**config.mk**
```make
export PLATFORM = sky130hd
export DESIGN_NAME = intr_ctrl
export DESIGN_NICKNAME = d
export VERILOG_FILES = /design/src/rtl/cpu_pkg.sv /design/src/rtl/irq_sync.sv /design/src/rtl/intr_ctrl.sv
export SDC_FILE = /design/constraint.sdc
export NUM_CORES = 1
export LEC_CHECK = 0
export ABC_AREA = 1
export CORE_MARGIN = 5
export CORE_UTILIZATION = 35
export CTS_BUF_LIST = sky130_fd_sc_hd__clkbuf_2 sky130_fd_sc_hd__clkbuf_4 sky130_fd_sc_hd__clkbuf_8
export DETAILED_ROUTE_END_ITERATION = 8
export PLACE_DENSITY = 0.6
export SLEW_MARGIN = 5
export SYNTH_ARGS = -nofsm -noshare
export SYNTH_HDL_FRONTEND = slang
export SYNTH_HIERARCHICAL = 1
export SYNTH_SLANG_ARGS = --single-unit
```
**constraint.sdc**
```tcl
create_clock -name clk -period 2.1 [get_ports clk]
set_clock_uncertainty 0.1 [all_clocks]
set_input_delay 0.42 -clock clk [delete_from_list [all_inputs] [get_ports clk]]
set_output_delay 0.42 -clock clk [all_outputs]
set_load 0.05 [all_outputs]
```
**src/rtl/cpu_pkg.sv**
```systemverilog
// Shared core-side types: interrupt controller FSM encoding and the CSR bit
// position of mie.MEIE.
package cpu_pkg;

  typedef enum logic [1:0] {
    IC_IDLE,
    IC_REQ,
    IC_SERV
  } ic_state_e;

  localparam int MEIE_BIT = 11;

endpackage

```
**src/rtl/irq_sync.sv**
```systemverilog
// Per-source synchroniser and rising-edge detector; rise fires one cycle per
// synchronised 0->1 transition, SYNC_STAGES+1 clocks after the raw edge.
module irq_sync #(
  parameter int SYNC_STAGES = 2
) (
  input  logic clk,
  input  logic resetn,
  input  logic irq_raw,
  output logic sync_lvl,
  output logic rise
);

  logic [SYNC_STAGES-1:0] chain;
  logic                   sync_d;

  always_ff @(posedge clk or negedge resetn) begin
    if (!resetn) begin
      chain  <= '0;
      sync_d <= 1'b0;
    end else begin
      chain  <= {chain[SYNC_STAGES-2:0], irq_raw};
      sync_d <= chain[SYNC_STAGES-1];
    end
  end

  assign sync_lvl = chain[SYNC_STAGES-1];
  assign rise     = sync_lvl & ~sync_d;

endmodule

```
**src/rtl/intr_ctrl.sv**
```systemverilog
// Machine-external interrupt controller: latches source edges as pending, grants
// the lowest enabled index, holds the request until acked and retires it on mret.
module intr_ctrl
  import cpu_pkg::*;
#(
  parameter  int NSRC        = 4,
  parameter  int SYNC_STAGES = 2,
  localparam int IDW         = (NSRC > 1) ? $clog2(NSRC) : 1
) (
  input  logic            clk,
  input  logic            resetn,
  input  logic [NSRC-1:0] irq_src,
  input  logic [NSRC-1:0] src_en,
  input  logic            meie,
  input  logic            intr_ack,
  input  logic            mret,
  output logic            interrupt,
  output logic [IDW-1:0]  intr_id,
  output logic [NSRC-1:0] pending,
  output logic            wake
);

  function automatic logic [IDW-1:0] pick_lowest(input logic [NSRC-1:0] req);
    logic [IDW-1:0] id;
    id = '0;
    for (int i = NSRC - 1; i >= 0; i--) begin
      if (req[i]) id = IDW'(i);
    end
    return id;
  endfunction

  logic [NSRC-1:0] rise;
  logic [NSRC-1:0] cand;
  logic            any_cand;
  logic [IDW-1:0]  winner;
  logic [NSRC-1:0] pend_nxt;
  logic            claim;
  logic            requeue;
  logic            int_nxt;

  ic_state_e state, state_nxt;

  for (genvar g = 0; g < NSRC; g++) begin : g_sync
    irq_sync #(.SYNC_STAGES(SYNC_STAGES)) u_sync (
      .clk      (clk),
      .resetn   (resetn),
      .irq_raw  (irq_src[g]),
      .sync_lvl (),
      .rise     (rise[g])
    );
  end

  assign cand     = pending & src_en;
  assign any_cand = |cand;
  assign winner   = pick_lowest(cand);
  assign wake     = any_cand;

  always_ff @(posedge clk or negedge resetn) begin
    if (!resetn) state <= IC_IDLE;
    else         state <= state_nxt;
  end

  // An ack in the same cycle as meie falling wins: the core has already redirected.
  always_comb begin
    state_nxt = state;
    case (state)
      IC_IDLE: if (meie && any_cand) state_nxt = IC_REQ;
      IC_REQ: begin
        if (intr_ack)  state_nxt = IC_SERV;
        else if (!meie) state_nxt = IC_IDLE;
      end
      IC_SERV: if (mret) state_nxt = IC_IDLE;
      default: state_nxt = IC_IDLE;
    endcase
  end

  always_comb begin
    claim   = (state == IC_IDLE) && meie && any_cand;
    requeue = (state == IC_REQ) && !intr_ack && !meie;
    int_nxt = (state == IC_REQ) && !intr_ack && meie;
  end

  // Edge set is applied last so a collision with claim/requeue leaves the bit set.
  always_comb begin
    pend_nxt = pending;
    if (claim)   pend_nxt[winner]  = 1'b0;
    if (requeue) pend_nxt[intr_id] = 1'b1;
    pend_nxt = pend_nxt | rise;
  end

  always_ff @(posedge clk or negedge resetn) begin
    if (!resetn) begin
      pending   <= '0;
      interrupt <= 1'b0;
      intr_id   <= '0;
    end else begin
      pending   <= pend_nxt;
      interrupt <= int_nxt;
      if (claim) intr_id <= winner;
    end
  end

endmodule

```
* After elaboration in Yosys (flattened, before gate mapping)
Cells that the tools add are included.
Storage, ports and cells: register bits after elaboration 21, bits in read-only memories 0, RAM bits 0, output and inout port bits 8, memories kept 0, bits in latches 0
Cells by class: equal/unequal tests 5, $add $sub $neg 0, reductions and logical operators 13, bitwise operators 13, order comparisons 4, $mul 0, div/mod/pow operators 0, multiplexer cells 15, shift-type cells 0
Operators by type and width (count):
- two-way mux 2 bit | 8
- AND 4 bit | 2
- logical AND 1 bit | 8
- two-way mux 4 bit | 2
- OR 4 bit | 2
- less-than comparator 2 x 3 -> 1 bit, second input constant | 2
- case mux 2 bit (3 select lines) | 1
- AND 1 bit | 4
- demux 1 bit (select 2 bit) | 2
- greater-or-equal comparator 2 x 1 -> 1 bit, second input constant | 2
- inequality test 2 bit, second input constant | 2
- NOT 1 bit | 4
- NOT 4 bit | 1
- OR reduction 4 bit | 1
- inequality test 3 bit, second input constant | 1
- AND reduction 3 bit | 1
- == test 2 x 1 -> 1 bit, second input constant | 1
- == test 2 bit, second input constant | 1
- zero test 1 bit | 2
- zero test 2 bit | 1
- two-way mux 1 bit | 2

* Logic depth before layout (Yosys ltp)
depth in word-level cells 15, mapped depth 8

* Modules after synthesis
The synthesis kept the hierarchy.
Modules (own cells, without submodules):
- intr_ctrl | sequential area each 225.2 µm², instances 1, area each 476.7 µm², cells an instance 59
- irq_sync | sequential area each 75.1 µm², instances 4, area each 85.1 µm², cells an instance 5

* Least setup slack after synthesis
Ideal clock, no wire load.
path kind reg2out, from register pending[0], to output port wake, slack 0.454 ns, data required time 1.580 ns, path buffers 0, stages on the path, launching flop included 5, data arrival time 1.126 ns, cells stage by stage dfrtp_1 > nand2_1 > nand2_2 > inv_2 > nand2_4
Between the ends: cells in the longest elaborated chain, start to end 2
Ends and longest elaborated chain:
- start, declared | RTL line intr_ctrl.sv:19 | output logic [NSRC-1:0] pending,
- start signal, assigned | RTL line intr_ctrl.sv:97 | pending <= pend_nxt;
- AND 4 bit | RTL line intr_ctrl.sv:53 | assign cand = pending & src_en;
- OR reduction 4 bit | RTL line intr_ctrl.sv:54 | assign any_cand = |cand;
- end, declared | RTL line intr_ctrl.sv:20 | output logic wake
Every way passes these cells.

* Final worst setup path
from register pending[1], to output port pending[1]
No word-level cell between the ends.

==> flow_summary.yaml <==
synth:
  synth.top_cell.area_share_pct: 64.3
  avgSynthCellArea_um2: 10.3
  yosysWarnings: 6
  synth_edf_count: 0
  synth_top_area_cell: "dfrtp_1"
  syn_nets: 92
  synth_cell_type_count: 15
  synthCells: 79
  ys_seq_area_share_pct: 64.3
  syn_area_um2: 817
  yosys-top-cells-area: "dfrtp_1 64%, nand2_1 6.0%, inv_1 5.1%, nor2_2 4.6%, a31oi_1 3.1%"
  synthArstFlopShare_pct: 100
  synth-seq-cells: 21
  synth.most_common_cell: "dfrtp_1"
  synthTopCellsByCount: "21 x dfrtp_1, 13 x nand2_1, 11 x inv_1, 6 x nor2_2, 5 x nand3_1"
  synth_top_flop_cell: "dfrtp_1"
floorplanning:
  start_util_pct: 36.9
  coreArea_um2: 2210
  design.die.area_um2: 3400
  die_h_um: 58.3
  core.rowCount: 17
  num_io_pins: 21
  dieWidth_um: 58.3
run:
  cap_violations: 0
worst_setup_path:
  cpLargestDelayFamily: "buffers and inverters"
  cpMaxStageDelayCell: "clkdlybuf4s50_1"
  crit_type: "reg -> out"
  reg2reg_to: "pending[3]$_DFF_PN0_"
  critPathLaunchType: "register"
  crit_chain: "clkdlybuf4s50_1"
  worstPathArrival_ps: 1520
  r2r-start: "pending[0]$_DFF_PN0_"
  cp_num_buf_inv: 1
  required_ps: 1580
  critPathCaptureType: "output pin"
  reg2reg_slack_ps: 900
  crit_fanout: 4
  critical_path.max_stage_delay_ps: 820
  rr_worst_depth: 6
timing:
  timing.final.crit_period_ps: 2040
  setup_viol: 0
  timing.final.crit_share_pct: 97.2
  rsz0062_at_grt: "false"
  report.final.hold_viol_count: 0
  hold-worst-slack_ps: 259
  slew_headroom_pct: 66.5
  worst_pin_slew_ps: 501
  postLayoutSetupSlackWorst_ps: 58.2
  slew_violations: 0
  finalSetupTns_ps: 0
  max_freq_mhz: 490
pwr:
  power.share.clock_pct: 16.1
  p_switching_mw: 0.501
  power.static_leakage_nw: 0.522
  total_power_mw: 1.23
  power.share.sequential_pct: 43.3
  power_density_nw_per_um2: 1120
  peakVddDrop_mv: 0.504
  p_comb_share_pct: 40.6
  p_int_mw: 0.730
  swShare_pct: 40.7
worst_hold_path:
  hold_start: "g_sync[1].u_sync/chain[0]$_DFF_PN0_"
  min_to: "g_sync[1].u_sync/chain[1]$_DFF_PN0_"
  holdPathStages: 0
  hp-class: "reg -> reg"
drt:
  wl_per_cell_um: 10.6
  final_antenna_net_count: 0
  drc_errors: 0
  drtIter0Drc: 16
  drt-total-wl_mm: 1.40
  vias_per_cell: 4.44
  dr.pass1.iters: 4
  vias: 586
layout:
  drive_above_1_share_pct: 22.1
  fin_util_pct: 49.5
  final_cells: 132
  area_delta_synth_final_pct: 34.0
  fin_nets: 118
  diodes: 0
  stdcell_area_um2: 1090
cts:
  cts_hold_buf: 0
  post_cts_buffers: 0
  postCtsResizedCells: 0
  cts_buffers: 3
  cts_num_sinks: 21
  insertion_delay_ps: 290
  cts.reportedPaths.clkPinSlew_ps: 100
  cts.path.max_buffers: 2
  cts_tree: "yes"
  cts_root_buf: "clkbuf_4"
  h-tree-depth: 1
placement:
  hpwl_mm: 1.09
  place.gp.congestion: 0.776
  pre_cts_slack_ps: 231
  dp.cells: 128
  post_dp_cell_area_um2: 1060
  port_buffers: 20
global_routing:
  grt_pass1_vias: 576
  antenna_found_initial: 0
  grt_overflow_total: 0
  grt_pass1_wl_mm: 2.40
  track_usage_pct: 9.33
  grt_max_degree: 22
outcome:
  outcome: "complete, no violations"
-- metal layers --
layer	part of all wire (%)	global-route usage, %	vias up
met5	0	0	-
met4	0.86	4.97	0
met3	7.9	3.29	2
met2	47	14.5	17
met1	44	11.3	267
li1	-	-	300
-- power groups by stage --
| stage | Combinational, mW | Sequential (mW) | Clock, mW |
|---|---|---|---|
| floorplan | 0.182 | 0.691 | 0 |
| global placement | 0.503 | 0.541 | 0 |
| detailed placement | 0.506 | 0.542 | 0 |
| CTS | 0.507 | 0.535 | 0.210 |
| global route | 0.540 | 0.546 | 0.229 |
| finish | 0.500 | 0.533 | 0.198 |
-- worst reg2reg max path, cell delays in order (launching register included) --
cell and delay (ps):
dfrtp_1 410, nand2_1 140, nand2_2 70, inv_2 90
nand3_1 90, o21ai_1 140, nand2_1 70
-- registers in the layout (all words and copies together) (netlist names) --
name,count
g_sync.u_sync/chain,8
g_sync.u_sync/sync_d,4
pending,4
intr_id,2
state,2
interrupt,1
-- final cells by class --
cell class / count / area (um^2)
Fill cell: 224 / 1120
Tap cell: 28 / 35.0
Clock buffer: 4 / 30.0
Sequential cell: 21 / 526
Multi-Input combinational cell: 44 / 239
Timing Repair Buffer: 21 / 213
Inverter: 14 / 52.6
-- cells by family after synthesis --
family                 after synthesis  share of synthesized area, %
AO/OA/AOI/OAI                       11                          7.66
AND/OR/NAND/NOR                     33                          21.6
flip-flops                          21                          64.3
buffers and inverters               14                          6.43
-- cells in the final DEF, fill, tap and decap left out --
master and count:
nand3_2 1, a31oi_1 4, nor2_1 2, nand2_2 3
o21ai_0 2, dfrtp_1 21, nor2_2 6, o21ai_1 4
o31ai_1 1, nand3_1 5, inv_2 3, clkdlybuf4s50_1 17
buf_12 1, clkbuf_4 4, inv_1 11, buf_4 3
nand2_1 13, nand2_4 2, nand4_1 1
-- how the worst max path moves through the flow --
stage                                    start    endpoint  slack (ps)  cells after the start
after global placement               src_en[1]        wake         240                      6
final                     pending[1]$_DFF_PN0_  pending[1]          60                      1
after CTS                 pending[1]$_DFF_PN0_  pending[1]          40                      1
after detailed placement             src_en[0]        wake         230                      6
after floorplan           pending[0]$_DFF_PN0_        wake         450                      4
after global routing      pending[1]$_DFF_PN0_  pending[1]           6                      1
No activity file was read; power rests on OpenSTA's default activity.
